--- config.mk ---
export PLATFORM = sky130hd
export DESIGN_NAME = turbo_len_seq
export DESIGN_NICKNAME = d
export VERILOG_FILES = /design/src/rtl/turbo_len_seq_pkg.sv /design/src/rtl/turbo_len_fifo.sv /design/src/rtl/turbo_len_seq.sv
export SDC_FILE = /design/constraint.sdc
export NUM_CORES = 1
export LEC_CHECK = 0
export ABC_AREA = 0
export CAP_MARGIN = 20
export CORE_MARGIN = 2
export CORE_UTILIZATION = 53
export CTS_BUF_LIST = sky130_fd_sc_hd__clkbuf_8
export DETAILED_ROUTE_END_ITERATION = 12
export HOLD_SLACK_MARGIN = 0.05
export PLACE_DENSITY = 0.83
export SLEW_MARGIN = 20
export SYNTH_ARGS = -nofsm -noshare
export SYNTH_HDL_FRONTEND = slang
export SYNTH_SLANG_ARGS = --single-unit
--- constraint.sdc ---
create_clock -name clk -period 3.3 [get_ports clk]
set_input_delay 0.66 -clock clk [delete_from_list [all_inputs] [get_ports clk]]
set_output_delay 0.66 -clock clk [all_outputs]
set_load 0.005 [all_outputs]
--- src/rtl/turbo_len_seq_pkg.sv ---
// Shared definitions for the turbo interleaver length sequencer: PB size codes,
// default pair-lengths per PB size and the sequencer state type.
package turbo_len_seq_pkg;

  localparam logic [1:0] PB_SIZE_16     = 2'b00;
  localparam logic [1:0] PB_SIZE_136    = 2'b01;
  localparam logic [1:0] PB_SIZE_520    = 2'b10;
  localparam logic [1:0] PB_SIZE_CUSTOM = 2'b11;

  localparam int LEN_PB16_DEF  = 64;
  localparam int LEN_PB136_DEF = 544;
  localparam int LEN_PB520_DEF = 2080;

  typedef enum logic {
    IDLE,
    RUN
  } state_t;

endpackage

--- src/rtl/turbo_len_fifo.sv ---
// Command FIFO for the length sequencer; each entry carries a PB length and its
// burst_end flag. wr_rdy is a registered "not full" that tracks the next count.
module turbo_len_fifo #(
  parameter int ADDR_W = 12,
  parameter int DEPTH  = 2
) (
  input  logic              clk,
  input  logic              rst,
  input  logic              flush,
  input  logic              push,
  input  logic [ADDR_W-1:0] wr_len,
  input  logic              wr_end,
  input  logic              pop,
  output logic [ADDR_W-1:0] rd_len,
  output logic              rd_end,
  output logic              empty,
  output logic              wr_rdy
);

  localparam int PW = $clog2(DEPTH);
  localparam logic [PW:0]   FULL_CNT = (PW + 1)'(DEPTH);
  localparam logic [PW-1:0] PTR_ONE  = PW'(1);

  logic [ADDR_W:0] mem [DEPTH];
  logic [PW-1:0]   wr_ptr;
  logic [PW-1:0]   rd_ptr;
  logic [PW:0]     count;
  logic [PW:0]     count_nxt;

  always_comb begin
    count_nxt = count + (PW + 1)'(push) - (PW + 1)'(pop);
  end

  always_ff @(posedge clk) begin
    if (rst || flush) begin
      wr_ptr <= '0;
      rd_ptr <= '0;
      count  <= '0;
      wr_rdy <= !rst;
    end else begin
      if (push) wr_ptr <= wr_ptr + PTR_ONE;
      if (pop)  rd_ptr <= rd_ptr + PTR_ONE;
      count  <= count_nxt;
      wr_rdy <= (count_nxt != FULL_CNT);
    end
  end

  // Payload storage needs no reset: entries are only read while count says valid.
  always_ff @(posedge clk) begin
    if (push) mem[wr_ptr] <= {wr_end, wr_len};
  end

  assign rd_len = mem[rd_ptr][ADDR_W-1:0];
  assign rd_end = mem[rd_ptr][ADDR_W];
  assign empty  = (count == '0);

endmodule

--- src/rtl/turbo_len_seq.sv ---
// Turbo length sequencer: queues PB commands and walks an index 0..len-1 per PB,
// with a running start offset inside each burst and zero bubble between PBs.
module turbo_len_seq
  import turbo_len_seq_pkg::*;
#(
  parameter int ADDR_W     = 12,
  parameter int FIFO_DEPTH = 2,
  parameter int LEN_PB16   = LEN_PB16_DEF,
  parameter int LEN_PB136  = LEN_PB136_DEF,
  parameter int LEN_PB520  = LEN_PB520_DEF
) (
  input  logic              clk,
  input  logic              rst,
  input  logic              cmd_vld,
  output logic              cmd_rdy,
  input  logic [1:0]        pb_size,
  input  logic [ADDR_W-1:0] cfg_len,
  input  logic              burst_end,
  input  logic              out_rdy,
  input  logic              abort,
  output logic [ADDR_W-1:0] enable,
  output logic [ADDR_W-1:0] pb_offset,
  output logic              dout_vld,
  output logic              pb_first,
  output logic              pb_last,
  output logic              cmd_err
);

  localparam logic [ADDR_W-1:0] ONE = ADDR_W'(1);

  logic [ADDR_W-1:0] cmd_len;
  logic              cmd_acc;
  logic              cmd_bad;
  logic              push;
  logic              pop;
  logic              fifo_empty;
  logic [ADDR_W-1:0] head_len;
  logic              head_end;
  logic              beat_last;
  state_t            state;
  logic [ADDR_W-1:0] cur_len;
  logic              cur_end;

  always_comb begin
    cmd_len = cfg_len;
    case (pb_size)
      PB_SIZE_16:  cmd_len = ADDR_W'(LEN_PB16);
      PB_SIZE_136: cmd_len = ADDR_W'(LEN_PB136);
      PB_SIZE_520: cmd_len = ADDR_W'(LEN_PB520);
      default:     cmd_len = cfg_len;
    endcase
  end

  // A zero-length custom PB would never terminate, so it is refused outright.
  assign cmd_acc   = cmd_vld && cmd_rdy && !abort;
  assign cmd_bad   = cmd_acc && (pb_size == PB_SIZE_CUSTOM) && (cfg_len == '0);
  assign push      = cmd_acc && !cmd_bad;
  assign beat_last = (state == RUN) && out_rdy && (enable == cur_len - ONE);
  assign pop       = !fifo_empty && !abort && ((state == IDLE) || beat_last);

  turbo_len_fifo #(
    .ADDR_W (ADDR_W),
    .DEPTH  (FIFO_DEPTH)
  ) u_fifo (
    .clk    (clk),
    .rst    (rst),
    .flush  (abort),
    .push   (push),
    .wr_len (cmd_len),
    .wr_end (burst_end),
    .pop    (pop),
    .rd_len (head_len),
    .rd_end (head_end),
    .empty  (fifo_empty),
    .wr_rdy (cmd_rdy)
  );

  always_ff @(posedge clk) begin
    if (rst) cmd_err <= 1'b0;
    else     cmd_err <= cmd_bad;
  end

  always_ff @(posedge clk) begin
    if (rst || abort) begin
      state     <= IDLE;
      enable    <= '0;
      pb_offset <= '0;
      dout_vld  <= 1'b0;
      pb_first  <= 1'b0;
      pb_last   <= 1'b0;
      cur_len   <= '0;
      cur_end   <= 1'b0;
    end else begin
      case (state)
        IDLE: begin
          if (!fifo_empty) begin
            state     <= RUN;
            enable    <= '0;
            pb_offset <= '0;
            dout_vld  <= 1'b1;
            pb_first  <= 1'b1;
            pb_last   <= (head_len == ONE);
            cur_len   <= head_len;
            cur_end   <= head_end;
          end
        end
        RUN: begin
          if (out_rdy) begin
            if (enable == cur_len - ONE) begin
              if (!fifo_empty) begin
                enable    <= '0;
                pb_offset <= cur_end ? '0 : pb_offset + cur_len;
                pb_first  <= 1'b1;
                pb_last   <= (head_len == ONE);
                cur_len   <= head_len;
                cur_end   <= head_end;
              end else begin
                state     <= IDLE;
                enable    <= '0;
                pb_offset <= '0;
                dout_vld  <= 1'b0;
                pb_first  <= 1'b0;
                pb_last   <= 1'b0;
              end
            end else begin
              enable   <= enable + ONE;
              pb_first <= 1'b0;
              pb_last  <= (enable + ONE == cur_len - ONE);
            end
          end
        end
        default: state <= IDLE;
      endcase
    end
  end

endmodule
After elaboration in Yosys (flattened, before gate mapping)
Memory sizes are Yosys's and may differ from the RTL's. A register that Yosys moved wholly into a read port is not among the register bits.
Index checks and enable logic that the tools add are counted.
{ "totals": {"ff_bits": 47, "ramBits": 26, "inputBits": 20, "elab_cells": 95, "n_memories": 1} }
{ "memory_table": {"columns": ["memory", "depth", "width", "rd", "rd_clocked_by_memory_dff", "wr", "line", "source"], "rows": [
  ["u_fifo.mem", 2, 13, 1, 1, 1, "turbo_len_fifo.sv:24", "logic [ADDR_W:0] mem [DEPTH];"]
]} }
{ "classes": {"add_sub_neg": 7, "eq_ne": 11, "n_mux": 40, "bitwise_logic": 1, "reduce_logical": 22} }
{ "ops": {"columns": ["cell", "count"], "rows": [
  ["two-way mux 12 bit", 10],
  ["case mux 12 bit (2 select lines)", 3],
  ["case mux 12 bit (3 select lines)", 1],
  ["equality test 12 bit", 2],
  ["two-way mux 1 bit", 21],
  ["adder 12 x 1 -> 12 bit (second input constant)", 1],
  ["adder 12 bit", 1],
  ["equality test 12 x 1 -> 1 bit (second input constant)", 1],
  ["logical NOT 12 bit", 1],
  ["subtractor 12 x 1 -> 12 bit (second input constant)", 1],
  ["case mux 1 bit (2 select lines)", 5],
  ["logical AND 1 bit", 9],
  ["inequality test 2 bit (second input constant)", 4],
  ["equality test 2 bit (second input constant)", 2],
  ["logical NOT 1 bit", 4],
  ["logical NOT 2 bit", 2],
  ["AND reduction 2 bit", 2],
  ["AND reduction 4 bit", 1],
  ["AND reduction 3 bit", 1],
  ["adder 1 bit (second input constant)", 2],
  ["adder 2 x 1 -> 2 bit", 1],
  ["equality test 2 x 1 -> 1 bit (second input constant)", 1],
  ["logical OR 1 bit", 2],
  ["inequality test 2 x 1 -> 1 bit (second input constant)", 1],
  ["other kinds (2)", 2]
]} }

Logic depth before layout (Yosys ltp)
{ "depth": {"ltp_word": 10, "mapped_depth": 17, "depth_no_buf": 16} }

Modules after synthesis
From an unflattened synthesis, not the netlist that was laid out.
{ "unflattened": {"cells_unflattened": 428, "area_unflattened_um2": 4277.9} }
{ "modules_own_cells": {"columns": ["mod", "instances", "cells_per_inst", "area_per_inst_um2", "seq_area_each_um2"], "rows": [
  ["turbo_len_seq", 1, 365, 3085.5, 840.8],
  ["turbo_len_fifo", 1, 63, 1192.4, 900.9]
]} }

Worst setup path after synthesis
No wires, ideal clock.
{ "synth_path": {"path_type": "reg-to-reg", "startpoint": "register cur_len[1]", "endpoint": "register u_fifo.wr_rdy", "setup_time_ns": 0.070, "t_arrival_ns": 3.406, "required_time_ns": 3.230, "slack_ns": -0.175, "stages_incl_launch_ff": 18, "n_path_buf": 1, "synth_period_minus_slack_ns": 3.475, "cell_sequence": "dfxtp_1 -> inv_1 -> ha_1 -> or4b_1 -> buf_2 -> or3_1 -> a2111o_1 -> a21o_1 -> a211oi_2 -> a21oi_1 -> nor2_1 -> ha_1 -> inv_1 -> ha_1 -> xor2_1 -> xnor2_1 -> nor2_1 -> a21oi_1"} }
{ "synth_via": {"elab_chain_cells": 8} }
{ "synth_rtl": {"columns": ["element", "line", "source"], "rows": [
  ["start, declared", "turbo_len_seq.sv:41", "logic [ADDR_W-1:0] cur_len;"],
  ["start signal, assigned", "turbo_len_seq.sv:103", "cur_len <= head_len;"],
  ["start signal, assigned", "turbo_len_seq.sv:115", "cur_len <= head_len;"],
  ["subtractor 12 x 1 -> 12 bit", "turbo_len_seq.sv:58", "assign beat_last = (state == RUN) && out_rdy && (enable == cur_len - ONE);"],
  ["equality test 12 bit", "turbo_len_seq.sv:58", null],
  ["logical AND 1 bit", "turbo_len_seq.sv:58", null],
  ["logical OR 1 bit", "turbo_len_seq.sv:59", "assign pop = !fifo_empty && !abort && ((state == IDLE) || beat_last);"],
  ["logical AND 1 bit", "turbo_len_seq.sv:59", null],
  ["via pop", "turbo_len_seq.sv:35", "logic pop;"],
  ["subtractor 2 x 1 -> 2 bit", "turbo_len_fifo.sv:31", "count_nxt = count + (PW + 1)'(push) - (PW + 1)'(pop);"],
  ["inequality test 2 bit", "turbo_len_fifo.sv:44", "wr_rdy <= (count_nxt != FULL_CNT);"],
  ["two-way mux 1 bit", "turbo_len_fifo.sv:35", "if (rst || flush) begin"],
  ["end signal, assigned", "turbo_len_fifo.sv:39", "wr_rdy <= !rst;"],
  ["end signal, assigned", "turbo_len_fifo.sv:44", null],
  ["end, declared", "turbo_len_fifo.sv:17", "output logic wr_rdy"]
]} }
The timed path passes the listed nets, and every way through them passes these cells.
A chain may end at the register's enable or synchronous reset.

Worst setup path after layout
{ "layout_path": {"startpoint": "register cur_len[0]", "endpoint": "register u_fifo.wr_rdy"} }
The elaborated chain is that of the path after synthesis.

==> run_results.csv <==
group,metric,value,unit
pwr,power_density,343.7,nW/um^2
routing,wirelength,10770,microns
critical_path,crit_arrival,3690,ps
worst_hold_path,hold_path_class,"flip-flop to flip-flop",
critical_path,timing.reg2reg.setup_slack,-100,ps
cts,clock_latency,360,ps
timing,timing.final.hold_violations,0,
pwr,power.ir.vdd_worst,0.2495,mV
yosys,synth_edf_count,26,
critical_path,worstRegToRegCells,16,
timing,maxClockFrequency,0.2945,GHz
cts,cts_root_buffer,"clkbuf_8",
yosys,synth_seq_cells,74,
global_route,grt_pass1_wl,17100,microns
global_route,grt-ovfl-total,0,
timing,clock_skew,8.164,ps
yosys,mappedNetlistNets,471,
yosys,synthesis.area_per_instance,9.916,sq um
yosys,syn_area,4264,sq um
pwr,totalPowerFinal,1.856,mW
critical_path,worst_setup_path_startpoint,"cur_len[0]",
finish,final_cell_mix,"clkdlybuf4s50_1 (48), dfxtp_1 (46), buf_4 (46)",
yosys,synthArstFlopShare,0,
finish,layout.cell_area.non_filler,5400,sq um
timing,final_max_slew_viol_count,0,
critical_path,critical_path.reg2reg.startpoint,"cur_len[0]",
cts,numClockSinks,74,
cts,cts.path.max_buffers,2,
status,violations,"negative setup slack",
place,gp_congestion,0.9166,
critical_path,crit_path_end_kind,"flip-flop",
yosys,synthesis.instances,430,
global_route,grt_pass1_vias,3570,
critical_path,worstPathMaxFanout,2,
cts,ctsHtreeMaxLevel,3,
finish,layout-drive-gt1-share,0.1827,
timing,fin_tns_setup,-109.3,ps
timing,fin_ws,-95.89,ps
yosys,dominantRegCellSynth,"dfxtp_1",
global_route,grt_max_degree,24,
finish,finish.utilization,0.6952,
place,placed_area,5071,sq um
floorplanning,initial_core_util,0.5490,
timing,max-slew-margin-rel,0.5146,
finish,synthToLayoutAreaGrowth,26.64,%
routing,num_vias,3739,
cts,post_cts_hold_buffer_count,0,
cts,clkSlewWorstSetupHoldPaths,90,ps
routing,route.detailed.drc,0,
routing,vias_per_cell,6.011,
cts,cts_buffers,9,
yosys,yosysSeqAreaShare,0.4085,
global_route,antenna_found_initial,0,
routing,drt_pre_antenna_iters,4,
timing,whs,481.5,ps
critical_path,startpoint_type,"flip-flop",
timing,rsz0062_at_grt,"true",
floorplanning,die-height,93.70,microns
critical_path,worst-setup-path-type,"flip-flop to flip-flop",
global_route,globalRouteTotalUtil,0.2500,
timing,final_min_period_over_clock_period,1.029,
pwr,total_leakage_power,1.959,nW
run,drv_cap,0,
worst_hold_path,capture_endpoint_of_the_worst_hold_path,"pb_first",
yosys,yosys.cell_types.count,54,
routing,wl_per_cell,17.32,microns
finish,final_nets,556,
worst_hold_path,worstHoldStart,"pb_first",
critical_path,worst_ep_required_time,3590,ps
yosys,synthesis.yosys.warnings,0,
floorplanning,design.core.area,7767,sq um
finish,final_common_cell,"clkdlybuf4s50_1",
floorplanning,die_w,93.70,microns
timing,worst-slew-pin-transition,727.1,ps
routing,route.antenna.remaining_nets,0,
timing,count_of_final_setup_violators,2,
routing,first_iter_violations,302,
floorplanning,boundaryPins,49,
place,dp_hpwl,7788,microns
critical_path,r2r-end,"u_fifo.wr_rdy",
status,status,"finished with violations",
finish,diodes,0,
timing,period_minus_slack,3396,ps
cts,tritoncts,"yes",
place,port_buffers,48,
floorplanning,std_cell_rows,32,
worst_hold_path,hold_depth,2,
floorplanning,die-area,8779,sq um
==> worst max path at each step <==
| stage | to | slack (ps) | cells past startpoint |
|---|---|---|---|
| final | u_fifo.wr_rdy | -100 | 16 |
| after global routing | u_fifo.wr_rdy | -280 | 16 |
| after CTS | u_fifo.wr_rdy | -100 | 16 |
| after detailed placement | u_fifo.wr_rdy | -90 | 16 |
| after global placement | u_fifo.wr_rdy | 20 | 16 |
| after floorplan | u_fifo.wr_rdy | -130 | 17 |
==> power by group <==
group | switching (mW) | leakage [nW] | internal, mW
clock | 0.385 | 0.0887 | 0.285
combinational | 0.109 | 1.23 | 0.112
sequential | 0.0104 | 0.637 | 0.955
==> state kept, by name, indices dropped and copies added, names as in the netlist, named ones only <==
name           flops
u_fifo.count       2
pb_first           1
u_fifo.mem        26
cur_len           12
u_fifo.rd_ptr      1
cmd_err            1
enable            12
u_fifo.wr_rdy      1
pb_last            1
dout_vld           1
state              1
cur_end            1
pb_offset         12
u_fifo.wr_ptr      1
==> cell type report <==
| type | count | area (sq um) |
|---|---|---|
| clock inverter | 7 | 58.81 |
| inverter | 15 | 56.30 |
| multi-input combinational | 319 | 2432 |
| tap | 102 | 127.6 |
| timing repair buffer | 96 | 857.1 |
| sequential | 74 | 1744 |
| fill | 584 | 2367 |
| clock buffer | 9 | 123.9 |
==> per-stage QoR <==
stage / std cells / setup WS, ps
global placement: 595 / 17.72
CTS: 616 / -99.18
finish: 622 / -95.89
global route: 622 / -275.3
detailed placement: 595 / -93.20
floorplan: 430 / -130.6
==> what timing repair did <==
item / 4_1_cts / 5_1_grt
hold endpoints to repair: 0 / 0
endpoints found under the setup margin: 2 / 34
gates cloned: 0 / 1
gates resized for setup: 1 / 22
buffers inserted: 5 / 5
pin swaps: 5 / 4
==> metal layers <==
metal,global-route usage,part of all wire,vias to the layer above
met5,0,0,-
met4,0.1341,0.032,0
met3,0.04414,0.059,34
met2,0.4018,0.48,144
met1,0.3202,0.43,1767
li1,-,-,1794
==> worst max-delay path, cell delays in order (launching register included) <==
cell and delay (ps):
dfxtp_2 340, inv_2 80, ha_4 130, or4b_4 460, or3_1 360, a2111o_1 360
a21o_1 190, a211oi_2 240, a21oi_2 110, nor2_1 100, ha_1 230, inv_1 60
ha_2 160, xor2_1 170, xnor2_1 140, nor2_1 70, a21oi_1 140
==> Yosys cell counts, types with 14 or more instances <==
library cell,number,area (sq um)
a211oi_1,17,127.6
a21oi_1,18,90.09
and2_1,14,87.58
dfxtp_1,48,960.9
edfxtp_1,26,780.8
ha_1,20,250.2
inv_1,15,56.30
nand2_1,16,60.06
nor2_1,25,93.84
nor3_1,15,75.07
xnor2_1,32,280.3
==> cell families after synthesis <==
kind of cell | count (synthesis) | share of synthesized area
XOR/XNOR | 43 | 0.09155
AO/OA/AOI/OAI | 105 | 0.1843
buffers and inverters | 37 | 0.03668
multiplexers | 19 | 0.04636
adder cells (fa/ha/maj) | 21 | 0.06338
flip-flops | 74 | 0.4085
AND/OR/NAND/NOR | 131 | 0.1693
Note: power is estimated with default switching activity, not from simulation.
